==> config.mk <==
export PLATFORM = sky130hd
export DESIGN_NAME = pc_sequencer
export DESIGN_NICKNAME = d
export VERILOG_FILES = /design/src/rtl/pc_pkg.sv /design/src/rtl/Inc16.sv /design/src/rtl/pc_sequencer.sv
export SDC_FILE = /design/constraint.sdc
export NUM_CORES = 1
export LEC_CHECK = 0
export ABC_AREA = 1
export CORE_MARGIN = 3
export CORE_UTILIZATION = 40
export DETAILED_ROUTE_END_ITERATION = 7
export PLACE_DENSITY = 0.72
export SKIP_LAST_GASP = 1
export SLEW_MARGIN = 20
export SYNTH_ARGS = -nofsm -noshare
export SYNTH_HDL_FRONTEND = slang
export SYNTH_SLANG_ARGS = --single-unit
==> constraint.sdc <==
create_clock -name clk -period 1.4 [get_ports clk]
set_input_delay 0.28 -clock clk [delete_from_list [all_inputs] [get_ports clk]]
set_output_delay 0.28 -clock clk [all_outputs]
set_load 0.05 [all_outputs]
==> src/rtl/pc_pkg.sv <==
// Shared types and constants for the program-counter sequencer.
//   ADDR_W     : instruction address width
//   pc_state_t : fetch FSM state (IDLE = no request, FETCH = request outstanding)
package pc_pkg;

  localparam int unsigned ADDR_W = 16;

  typedef enum logic {
    IDLE,
    FETCH
  } pc_state_t;

endpackage

==> src/rtl/Inc16.sv <==
// 16-bit incrementer, wraps 16'hFFFF -> 16'h0000 with no carry out.
// Ports:
//   a   in  16  operand
//   out out 16  a + 1 (mod 2^16)
module Inc16
  import pc_pkg::*;
(
  input  logic [ADDR_W-1:0] a,
  output logic [ADDR_W-1:0] out
);

  assign out = a + ADDR_W'(1);

endmodule

==> src/rtl/pc_sequencer.sv <==
// Program-counter sequencer. Issues instruction-fetch addresses over a req/ack
// handshake and advances the PC by one, or redirects it, on every accepted fetch.
//
// Optional feature macro: PC_RET_STACK_EN
//   defined   : call/ret supported through a STACK_DEPTH-entry return stack,
//               stack_err flags overflow/underflow (sticky until reset)
//   undefined : call/ret ignored, no stack storage, stack_err tied low
//
// Ports:
//   clk        in   1   clock, rising edge
//   reset      in   1   asynchronous active-high reset
//   run        in   1   keep fetching back-to-back while high
//   halt_req   in   1   return to IDLE at the next accepted fetch (or stay IDLE)
//   jmp        in   1   redirect (IDLE: load pc; FETCH: applied at accept)
//   call       in   1   push return address and redirect (stack build only)
//   ret        in   1   pop return address into pc (stack build only)
//   jmp_addr   in   16  redirect target for jmp/call
//   fetch_ack  in   1   memory accepted fetch_addr this cycle
//   fetch_req  out  1   fetch request
//   fetch_addr out  16  address being fetched (equals pc)
//   pc         out  16  current program counter
//   stack_err  out  1   sticky stack over/underflow flag
module pc_sequencer
  import pc_pkg::*;
#(
  parameter logic [ADDR_W-1:0] RESET_ADDR  = 16'h0000,
  parameter int unsigned       STACK_DEPTH = 4
) (
  input  logic              clk,
  input  logic              reset,
  input  logic              run,
  input  logic              halt_req,
  input  logic              jmp,
  input  logic              call,
  input  logic              ret,
  input  logic [ADDR_W-1:0] jmp_addr,
  input  logic              fetch_ack,
  output logic              fetch_req,
  output logic [ADDR_W-1:0] fetch_addr,
  output logic [ADDR_W-1:0] pc,
  output logic              stack_err
);

  pc_state_t         r_state;
  pc_state_t         w_state_nxt;
  logic [ADDR_W-1:0] r_pc;
  logic [ADDR_W-1:0] w_pc_nxt;
  logic [ADDR_W-1:0] w_pc_inc;

  // Single incrementer: sequential next address and the call return address.
  Inc16 u_inc16 (
    .a  (r_pc),
    .out(w_pc_inc)
  );

`ifdef PC_RET_STACK_EN
  localparam int unsigned SpW = $clog2(STACK_DEPTH + 1);

  // Shift-register LIFO: entry 0 is always the top of stack.
  logic [ADDR_W-1:0] r_stack [STACK_DEPTH];
  logic [SpW-1:0]    r_sp;
  logic [SpW-1:0]    w_sp_nxt;
  logic              r_stack_err;
  logic              w_stack_err_nxt;
  logic              w_push;
  logic              w_pop;
  logic              w_empty;
  logic              w_full;

  assign w_empty = (r_sp == '0);
  assign w_full  = (r_sp == SpW'(STACK_DEPTH));
`else
  logic w_unused_stack;
  assign w_unused_stack = ^{call, ret, 32'(STACK_DEPTH)};
`endif

  // State, pc and stack control
  always_comb begin
    w_state_nxt     = r_state;
    w_pc_nxt        = r_pc;
`ifdef PC_RET_STACK_EN
    w_push          = 1'b0;
    w_pop           = 1'b0;
    w_stack_err_nxt = r_stack_err;
`endif
    unique case (r_state)
      IDLE: begin
        // Configuration load; a same-cycle run start fetches from jmp_addr.
        if (jmp) begin
          w_pc_nxt = jmp_addr;
        end
        if (run && !halt_req) begin
          w_state_nxt = FETCH;
        end
      end
      FETCH: begin
        // Redirect inputs are only honoured on the accept edge.
        if (fetch_ack) begin
`ifdef PC_RET_STACK_EN
          if (ret) begin
            if (w_empty) begin
              w_pc_nxt        = w_pc_inc;
              w_stack_err_nxt = 1'b1;
            end else begin
              w_pc_nxt = r_stack[0];
              w_pop    = 1'b1;
            end
          end else if (call) begin
            // Jump is taken even when the push has to be dropped.
            w_pc_nxt = jmp_addr;
            if (w_full) begin
              w_stack_err_nxt = 1'b1;
            end else begin
              w_push = 1'b1;
            end
          end else if (jmp) begin
            w_pc_nxt = jmp_addr;
          end else begin
            w_pc_nxt = w_pc_inc;
          end
`else
          if (jmp) begin
            w_pc_nxt = jmp_addr;
          end else begin
            w_pc_nxt = w_pc_inc;
          end
`endif
          if (halt_req || !run) begin
            w_state_nxt = IDLE;
          end
        end
      end
      default: begin
        w_state_nxt = IDLE;
      end
    endcase
  end

  always_ff @(posedge clk or posedge reset) begin
    if (reset) begin
      r_state <= IDLE;
      r_pc    <= RESET_ADDR;
    end else begin
      r_state <= w_state_nxt;
      r_pc    <= w_pc_nxt;
    end
  end

`ifdef PC_RET_STACK_EN
  always_comb begin
    w_sp_nxt = r_sp;
    if (w_push) begin
      w_sp_nxt = r_sp + SpW'(1);
    end else if (w_pop) begin
      w_sp_nxt = r_sp - SpW'(1);
    end
  end

  always_ff @(posedge clk or posedge reset) begin
    if (reset) begin
      r_sp        <= '0;
      r_stack_err <= 1'b0;
    end else begin
      r_sp        <= w_sp_nxt;
      r_stack_err <= w_stack_err_nxt;
    end
  end

  // Stack storage needs no reset; r_sp alone defines which entries are live.
  always_ff @(posedge clk) begin
    if (w_push) begin
      r_stack[0] <= w_pc_inc;
      for (int unsigned i = 1; i < STACK_DEPTH; i++) begin
        r_stack[i] <= r_stack[i-1];
      end
    end else if (w_pop) begin
      for (int unsigned i = 0; i + 1 < STACK_DEPTH; i++) begin
        r_stack[i] <= r_stack[i+1];
      end
    end
  end

  assign stack_err = r_stack_err;
`else
  assign stack_err = 1'b0;
`endif

  assign fetch_req  = (r_state == FETCH);
  assign fetch_addr = r_pc;
  assign pc         = r_pc;

endmodule

After elaboration in Yosys (flattened, before gate mapping)
Cells that the tools add are included.
Word-level totals
  register bits after elaboration: 17
  input bits: 24
  output and inout bits: 34
  word-level logic and storage cells: 19
Operators by class
  add/sub/neg operators: 1
  equality and inequality tests: 2
  muxes and demuxes: 8
  bitwise logic cells: 1
  reductions and logical operators: 5
Operators by type and width (number)
  $mux 16: 3
  $pmux 16 s2: 1
  $add 16x1->16 const B: 1
  $ne 2x2->1 const B: 2
  $mux 1: 3
  $logic_not 1->1: 2
  $pmux 1 s2: 1
  $reduce_and 2->1: 1
  $logic_and 1x1->1: 1
  $logic_or 1x1->1: 1
  $not 1->1: 1

Depth between registers and ports, before layout
Gate-level depths: netlist (run 1).
  word-level depth: 5
  gate-level depth with buffers: 9
  gate-level depth less buffers: 9

Modules after synthesis
Synthesis (run 1) repeated with hierarchy kept, for this count alone.
Second synthesis, totals
  cell total of the unflattened synthesis: 218
  area total of the unflattened synthesis: 1478.9 µm²
Modules (own cells, without submodules)
  pc_sequencer: instances 1, cells each 146, area each 1081.0 µm², seq. area each 425.4 µm²
  Inc16: instances 1, cells each 72, area each 397.9 µm², seq. area each 0.0 µm²

Least setup slack after synthesis (run 1)
No wires, ideal clock.
  path type: reg-to-reg
  start: register r_pc[0], in the netlist fetch_addr[0]
  end: register r_pc[6], in the netlist fetch_addr[6]
  setup time: 0.119 ns
  arrival time: 1.589 ns
  slack: -0.307 ns
  stages on the path, launching flop included: 9
  buffers on the path: 0
  period minus slack after synthesis: 1.707 ns
  cells stage by stage: dfrtp_1 ha_1 nand3_2 nor2_2 nand3_1 o21ai_0 nand2_1 o21ai_1 inv_1
On the way
  cells in the longest elaborated chain, start to end: 4
RTL lines
  start, declared: RTL line pc_sequencer.sv:46  | logic [ADDR_W-1:0] r_pc;
  start signal, assigned: RTL line pc_sequencer.sv:145  | r_pc <= w_pc_nxt;
  $add 16x1->16: RTL line Inc16.sv:12  | assign out = a + ADDR_W'(1);
  $mux 16: RTL line pc_sequencer.sv:122  | if (jmp) begin
  $mux 16: RTL line pc_sequencer.sv:98  | if (fetch_ack) begin
  $pmux 16 s2: RTL line pc_sequencer.sv:86  | unique case (r_state)
No other way between the ends. The select of a mux whose other input is x is not followed.
A chain may end at the register's enable or synchronous reset.

Final worst setup path (run 1)
  start: register r_pc[2], in the netlist fetch_addr[2]
  end: output port pc[2]
RTL lines
  end, declared: RTL line pc_sequencer.sv:40  | output logic [ADDR_W-1:0] pc,
No word-level cell between the ends.

==> metrics.txt, run 1 <==
status complete, no violations; Core Util, Final between 70% and 80%; Synth Area in Simple Gates 37.17%; Yosys warning total 0; register area share after synthesis approximately a third; Routed WL per cell about 12 µm; largest family of logic cells by synthesized area simple AND/OR/NAND/NOR gates; Mapped Cells slightly above 200; number of diodes 0; setup TNS 0 ps; die area slightly above 4000 µm²; Peak VDD IR 1.028 mV; input/output buffers between 50 and 60; number of fill cells in the layout 200; Synth Cell Area between 1000 and 1500 µm²; Worst Path Buf+Inv 2; Synth top area share 31.60%; Crit path arrival time roughly 1100 ps; Yosys cell types 23; Critical Path Fanout Max 6; slowest CP cell dfrtp_2; synth top area cells dfrtp_1, nand2_1, buf_4; layout cell share with drive strength beyond 1 around 36%; worst-path cell chain buf_4 > buf_12; antenna violations before repair 0; largest net degree at the start of global routing 18; die width 64.02 µm; H-tree depth 1; Worst setup SP type register; cell with the most instances after synthesis nand2_1; Skew-Pair Late Insertion Delay 300 ps; mux share of post-synthesis cell area 0%; Power Total about 3.4 mW; Fmax ~740 MHz; Sink Count 17; Worst EP required around 1100 ps; HP Class primary input to asynchronous set/reset pin; Hold WS 279.1 ps; global-route wire length before repair ~6200 µm; number of top-level pins 58; CP delay by family, top flip-flops; fraction of registers with async set/reset 100.0%; top post-synthesis cells by count nand2_1, nor2_1, inv_1; Die Height around 64 µm; dpl hpwl 3038 µm; number of global-route vias before repair 1390; Synth Area in Compound Gates about a tenth; Final Slew Violations 0; final WL roughly 3800 µm; Final ANT Viol Nets 0; total leakage power around 1.1 nW; RePlAce Congestion 0.8451; syn avg cell area around 6.5 µm²; post-synth top area cell dfrtp_1; post-synthesis xor/xnor area fraction less than 1%; RSZ-0062 raised after global routing false; CTS tree built; Num CTS Buffers 3; initial cell density of the core between 40% and 50%; clock slew at reported path FFs about 110 ps; clk root buf clkbuf_4; TritonRoute pass-1 iters 4; Final Hold Viols 0; Tmin final around 1400 ps; syn_nets 232; total track usage about a fifth; adder-cell share of the synthesized area 0.9294%; max cap viols 0; delay of the slowest critical-path stage ~470 ps; P&R area growth vs syn 80.20%; post-DR vias/cell ~4.8; pwr/cell area ~1400 nW/µm²; crit end category output port; total number of vias 1520; starting DRC count in detailed routing 90; clk_skew 5.951 ps; EDFF count, synth 0; Layout Nets 300; final setup fails 0; commonest register cell after synthesis dfrtp_1; Core Area 3128 µm²; #FFs+latches synth 17; fin crit share between 90% and 100%; hold buffers post-CTS 0; drt drc 0; grt ovf 0; FP Rows 20; WS Path Type register to output port; Max Buffers Root-to-Sink 2
-- worst reg2reg max path, cell delays in order (launching register included) --
cell and delay, ps:
dfrtp_2 460, ha_4 190, nand3_4 110, inv_2 40, nand2_2 90, xor2_1 150
nand2_1 70, nand2_1 60, nand2_1 40
-- layout make-up --
type / instances / area (µm²) / area share (%)
clock buffers: 4 / 26.28 / 1.083
inverters: 23 / 86.33 / 3.559
multi-input cells: 145 / 700.7 / 28.88
flip-flops and latches: 17 / 441.7 / 18.21
well taps: 44 / 55.05 / 2.269
repair buffers: 85 / 1116 / 46.00
-- where the power goes --
group	total [mW]	leakage, nW	switching, mW	internal [mW]
clock	0.278	0.0150	0.167	0.111
combinational	2.39	0.947	1.28	1.11
sequential	0.740	0.185	0.136	0.604
-- layer usage --
| metal | vias to the layer above | global-route usage, % | wire (µm) |
|---|---|---|---|
| met1 | 683 | 25.05 | 1605 |
| met3 | 2 | 3.691 | 260 |
| met5 | - | 0 | 0 |
| met4 | 0 | 4.313 | 21 |
| li1 | 769 | - | - |
| met2 | 66 | 31.61 | 1880 |
-- state kept, by name (all words and copies together), names as in the netlist --
register and cells:
fetch_addr 16, fetch_req 1
-- placed cells by master (no fill, tap or decap), drive strengths merged --
master	n
inv	23
clkbuf	4
ha	1
nand3	17
nand2	57
dfrtp	17
nor2	37
xor2	1
conb	1
nand4	4
o21ai	14
o22ai	3
a21oi	9
nor3	1
buf	64
clkdlybuf4s50	21
-- final timing paths --
kind                                        to           from  slack [ps]  cells past startpoint
worst max-delay path                     pc[2]  fetch_addr[2]          40                      2
worst min-delay path            fetch_addr[10]          reset         280                      3
worst max register to register   fetch_addr[8]  fetch_addr[0]         100                      8
worst min register to register   fetch_addr[2]  fetch_addr[2]         630                      2
max in group asynchronous        fetch_addr[6]          reset         900                      3
min in group clk                     fetch_req            run         520                      3
-- stage by stage --
| step | worst slack (ps) | std cells | area, µm² |
|---|---|---|---|
| after detailed placement | -201.8 | 311 | 2369 |
| after floorplan | -23.13 | 207 | 1388 |
| after global placement | -142.1 | 311 | 2369 |
| final | 40.22 | 318 | 2426 |
| after CTS | 27.58 | 315 | 2395 |
| after global routing | 1.866 | 318 | 2426 |
-- what timing repair did --
item                       in CTS  in global routing
gates resized for setup         0                  4
setup endpoints to repair       0                  7
buffers inserted                0                  3
-- cell families after synthesis --
group                    after synthesis
AO/OA/AOI/OAI                         26
AND/OR/NAND/NOR                      116
flip-flops                            17
XOR/XNOR                               1
buffers and inverters                 45
adder cells (fa/ha/maj)                1
other                                  1
Power figures use the tool's default switching activity.
==> run 2: changes to the inputs <==
--- a/config.mk
+++ b/config.mk
@@ -11,7 +11,6 @@
 export DETAILED_ROUTE_END_ITERATION = 7
 export PLACE_DENSITY = 0.72
 export SKIP_LAST_GASP = 1
-export SLEW_MARGIN = 20
 export SYNTH_ARGS = -nofsm -noshare
 export SYNTH_HDL_FRONTEND = slang
 export SYNTH_SLANG_ARGS = --single-unit
==> constraint.sdc (replaced) <==
create_clock -name clk -period 1.4 [get_ports clk]
set_input_delay 0.28 -clock clk [delete_from_list [all_inputs] [get_ports clk]]
set_output_delay 0.28 -clock clk [all_outputs]
set_load 0.01 [all_outputs]
==> metrics.txt, run 2 (synthesis gave the netlist of run 1 again) <==
commonest non-fill, non-tap cell in the layout nand2_1; reg2reg path depth 9 (+1); die area 4098 µm² (unchanged); WL met3 213 µm (-18%); Peak VDD IR 0.5756 mV (-44%); Skew-Pair Late Insertion Delay 300 ps (about the same); highest metal used met4; Final ANT Viol Nets 0 (unchanged); Layout Nets 302 (+0.67%); WS Path Type register to output port; Core Area 3128 µm² (unchanged); routed wl met2 1861 µm (-1.0%); Tmin final 1392 ps (+32.65 ps); global-route wire length before repair 6044 µm (-3.2%); clk_skew 2.644 ps (-3.307 ps); Worst setup SP type register; Num CTS Buffers 3 (unchanged); max cap viols 0 (unchanged); layout cell share with drive strength beyond 1 24.64% (-11 points); Routed WL per cell 11.95 µm (+0.88%); input/output buffers 54 (unchanged); reg2reg start fetch_addr[1]; status complete, no violations; P&R area growth vs syn 57.34%; Worst Path Buf+Inv 2 (unchanged); Worst R2R End fetch_addr[6]; grt ovf 0 (unchanged); Sink Count 17 (unchanged); total track usage 18.37% (-0.55 points); Worst EP required 1120 ps (about the same); RePlAce Congestion 0.8780 (+3.9%); Hold WS 286.4 ps (+7.215 ps); die width 64.02 µm (unchanged); antenna violations before repair 0 (unchanged); Fmax 718.2 MHz (-2.3%); FP Rows 20 (unchanged); pwr/cell area 1041 nW/µm² (-26%); TritonRoute pass-1 iters 4 (unchanged); clk root buf clkbuf_4; critical path depth 2 (unchanged); post-DR vias/cell 4.713 (-1.4%); clock slew at reported path FFs 100 ps (about the same); HP Class primary input to asynchronous set/reset pin; largest net degree at the start of global routing 18 (unchanged); placed instance count 301 (-3.2%); setup TNS 0 ps (unchanged); Final Hold Viols 0 (unchanged); total leakage power 1.046 nW (-8.9%); fin crit share 99.46% (+2.3 points); most frequent cells in the layout nand2_1, nor2_1, buf_4; Layout Cells excl Fill 320 (+0.63%); slowest CP cell dfrtp_1; number of diodes 0 (unchanged); CP delay by family, top buffers and inverters; dpl hpwl 2753 µm (-9.4%); final setup fails 0 (unchanged); number of global-route vias before repair 1324 (-4.7%); hold buffers post-CTS 0 (unchanged); worst-path cell chain buf_4 > dlygate4sd2_1; CTS tree built; Die Height 64.02 µm (unchanged); CP Launch Point fetch_addr[4]; Reg2Reg Setup Slack 40 ps (-60 ps); H-tree depth 1 (unchanged); Max Buffers Root-to-Sink 2 (unchanged); final WL 3825 µm (+1.5%); starting DRC count in detailed routing 37 (-59%); drt drc 0 (unchanged); initial cell density of the core 43.04% (unchanged); number of top-level pins 58 (unchanged); Worst Setup EP fetch_addr[4]; Critical Path Fanout Max 3 (-3); RSZ-0062 raised after global routing true; total number of vias 1508 (-0.79%); max FFs per register 16 (unchanged); Final Slew Violations 0 (unchanged); delay of the slowest critical-path stage 400 ps (-70 ps); Crit path arrival time 1110 ps (+30 ps); Metal-1 WL 1698 µm (+5.8%); Power Total 2.205 mW (-35%); crit end category output port
[run 2: worst register-to-register path, stage by stage (launching register included)]
cell and delay [ps]:
dfrtp_1 390, buf_4 140, ha_4 160, nand3_4 80, nor2_4 60, buf_4 120, nor2_1 100, nor2_1 50
o21ai_1 110, inv_1 50
[run 2: power by group]
group          leakage, nW  internal [mW]  switching, mW  total (mW)
registers            0.192          0.596         0.0773       0.673
clock network       0.0150          0.111          0.169       0.280
logic                0.839          0.604          0.648        1.25
total                 1.05           1.31          0.894        2.20
[run 2: repair_timing]
item / 4_1_cts / 5_1_grt
gates resized for setup: 40 / 21
pin swaps: 0 / 5
buffers inserted: 13 / 3
endpoints found under the setup margin: 33 / 14
[run 2: cell type report]
cell class                 instances  area [µm²]
fill                             301        1010
multi-input combinational        145       730.7
inverter                          23       86.33
sequential                        17       432.9
timing repair buffer              87       787.0
clock buffer                       4       26.28
tap                               44       55.05
[run 2: how the worst min path moves through the flow]
stage	to	depth (start not counted)
final	fetch_addr[11]	3
after global routing	fetch_addr[11]	3
after CTS	fetch_addr[10]	3
after detailed placement	fetch_addr[15]	2
after global placement	fetch_addr[15]	2
after floorplan	fetch_addr[0]	1
[run 2: per-stage QoR]
stage	area (µm²)	util (%)	worst slack, ps
3_3_place_gp	1947	62.24	-155.2
5_1_grt	2118	67.72	-76.60
4_1_cts	2041	65.24	-142.8
2_1_floorplan	1346	-	38.85
3_5_place_dp	1947	62.24	-178.3
6_report	2118	67.72	7.567
[run 2: metal layers]
metal | global-route usage [%] | vias to the layer above
met2 | 29.81 | 48
li1 | - | 779
met5 | 0 | -
met1 | 24.62 | 675
met3 | 2.988 | 6
met4 | 6.199 | 0
==> run 3: changes to the inputs <==
--- a/config.mk
+++ b/config.mk
@@ -14,3 +14,4 @@
 export SYNTH_ARGS = -nofsm -noshare
 export SYNTH_HDL_FRONTEND = slang
 export SYNTH_SLANG_ARGS = --single-unit
+export TNS_END_PERCENT = 30
==> metrics.txt, run 3 (synthesis gave the netlist of run 1 again) <==
final WL 3697 µm (-3.3%); clock network power share 12.5% (-0.2 points); combinational share of power 56.9% (about the same); Worst setup SP type register; clk_skew 0.9207 ps (-1.723 ps); P_int 1.368 mW (+4.3%); hold buffers post-CTS 0 (unchanged); Final Hold Viols 0 (unchanged); P_sw 0.8578 mW (-4.0%); Reg power frac 30.5% (about the same); RePlAce Congestion 0.8780 (unchanged); input/output buffers 54 (unchanged); die area 4098 µm² (unchanged); Hold WS 284.9 ps (-1.472 ps); Final Slew Violations 0 (unchanged); Worst Path Buf+Inv 1 (-1); CTS tree built; sw frac 38.54% (-2.0 points); clk root buf clkbuf_4; Worst EP required 1120 ps (about the same); delay of the slowest critical-path stage 540 ps (+140 ps); reg2reg path depth 9 (unchanged); initial cell density of the core 43.04% (unchanged); critical path depth 1 (-1); total number of vias 1467 (-2.7%); multi-input logic area 708.2 µm² (-3.1%); Tmin final 1524 ps (+131.9 ps); post-DR vias/cell 4.613 (-2.1%); number of global-route vias before repair 1330 (+0.45%); max cap viols 0 (unchanged); global-route wire length before repair 5961 µm (-1.4%); Crit path arrival time 1240 ps (+130 ps); total track usage 18.04% (-0.33 points); dpl hpwl 2753 µm (unchanged); pre-CTS worst setup slack -178.3 ps (unchanged); Skew-Pair Late Insertion Delay 300 ps (about the same); worst-path cell chain clkdlybuf4s50_1; H-tree depth 1 (unchanged); Num CTS Buffers 3 (unchanged); TritonRoute pass-1 iters 4 (unchanged); P&R area growth vs syn 58.83%; FP Rows 20 (unchanged); number of top-level pins 58 (unchanged); clock slew at reported path FFs 100 ps (about the same); commonest non-fill, non-tap cell in the layout nand2_1; HP Class primary input to asynchronous set/reset pin; setup TNS -1533 ps (-1533 ps); Max Buffers Root-to-Sink 2 (unchanged); largest net degree at the start of global routing 18 (unchanged); Peak VDD IR 0.6196 mV (+7.6%); Final WS setup -124.3 ps (-131.9 ps); CP delay by family, top buffers and inverters; Core Util, Final 68.36% (+0.64 points); die width 64.02 µm (unchanged); Core Area 3128 µm² (unchanged); antenna violations before repair 0 (unchanged); fin crit share 108.9% (+9.4 points); area occupied by registers 432.9 µm² (unchanged); failing checks setup timing; WS Path Type register to output port; Layout Nets 300 (-0.66%); grt ovf 0 (unchanged); total leakage power 1.077 nW (+3.0%); Routed WL per cell 11.63 µm (-2.7%); number of fill cells in the layout 292 (-3.0%); Critical Path Fanout Max 4 (+1); slowest CP cell clkdlybuf4s50_1; most frequent cells in the layout nand2_1, clkdlybuf4s50_1, nor2_1; final setup fails 16 (+16); RSZ-0062 raised after global routing true; Sink Count 17 (unchanged); max FFs per register 16 (unchanged); Fmax 656.0 MHz (-8.7%); number of diodes 0 (unchanged); status complete, but fails checks; pwr/cell area 1041 nW/µm² (about the same); starting DRC count in detailed routing 65 (+76%); layout cell share with drive strength beyond 1 21.53% (-3.1 points); drt drc 0 (unchanged); Die Height 64.02 µm (unchanged); Final ANT Viol Nets 0 (unchanged); crit end category output port
[run 3: per-stage QoR]
stage / power [mW] / instance area [µm²] / instances
after global placement: 1.831 / 1947 / 301
after global routing: 2.388 / 2138 / 318
after detailed placement: 1.853 / 1947 / 301
final: 2.225 / 2138 / 318
after CTS: 2.194 / 2044 / 315
after floorplan: 1.334 / 1346 / 207
[run 3: repair_timing]
action                                  4_1_cts  5_1_grt
buffers inserted                             10        3
gates resized for setup                      17       20
pin swaps                                     0        3
endpoints found under the setup margin       33       35
[run 3: metal layers]
layer / global-route usage (%) / routed length, µm / vias to the layer above
met5: 0 / 0 / -
met4: 6.199 / 51 / 0
met3: 2.812 / 194 / 6
met2: 29.29 / 1789 / 38
met1: 24.18 / 1661 / 653
li1: - / - / 770
[run 3: final cells by class]
| class | count | area share (%) |
|---|---|---|
| repair buffers | 85 | 38.79 |
| flip-flops and latches | 17 | 20.25 |
| clock buffers | 4 | 1.229 |
| well taps | 44 | 2.575 |
| multi-input cells | 145 | 33.12 |
| inverters | 23 | 4.037 |
[run 3: final timing paths]
kind	end	slack, ps	from
max in group asynchronous	fetch_addr[10]	900	reset
max reg2reg	fetch_addr[13]	30	fetch_addr[1]
min reg2reg	fetch_addr[6]	530	fetch_addr[6]
min	fetch_addr[12]	280	reset
max	pc[3]	-120	fetch_addr[3]
min in group clk	fetch_req	520	halt_req
[run 3: power by group through the flow]
stage / sequential, mW / combinational (mW) / clock, mW
after global placement: 0.738 / 1.09 / 0
after floorplan: 0.776 / 0.558 / 0
after detailed placement: 0.742 / 1.11 / 0
after global routing: 0.696 / 1.38 / 0.310
after CTS: 0.689 / 1.21 / 0.290
final: 0.680 / 1.27 / 0.279
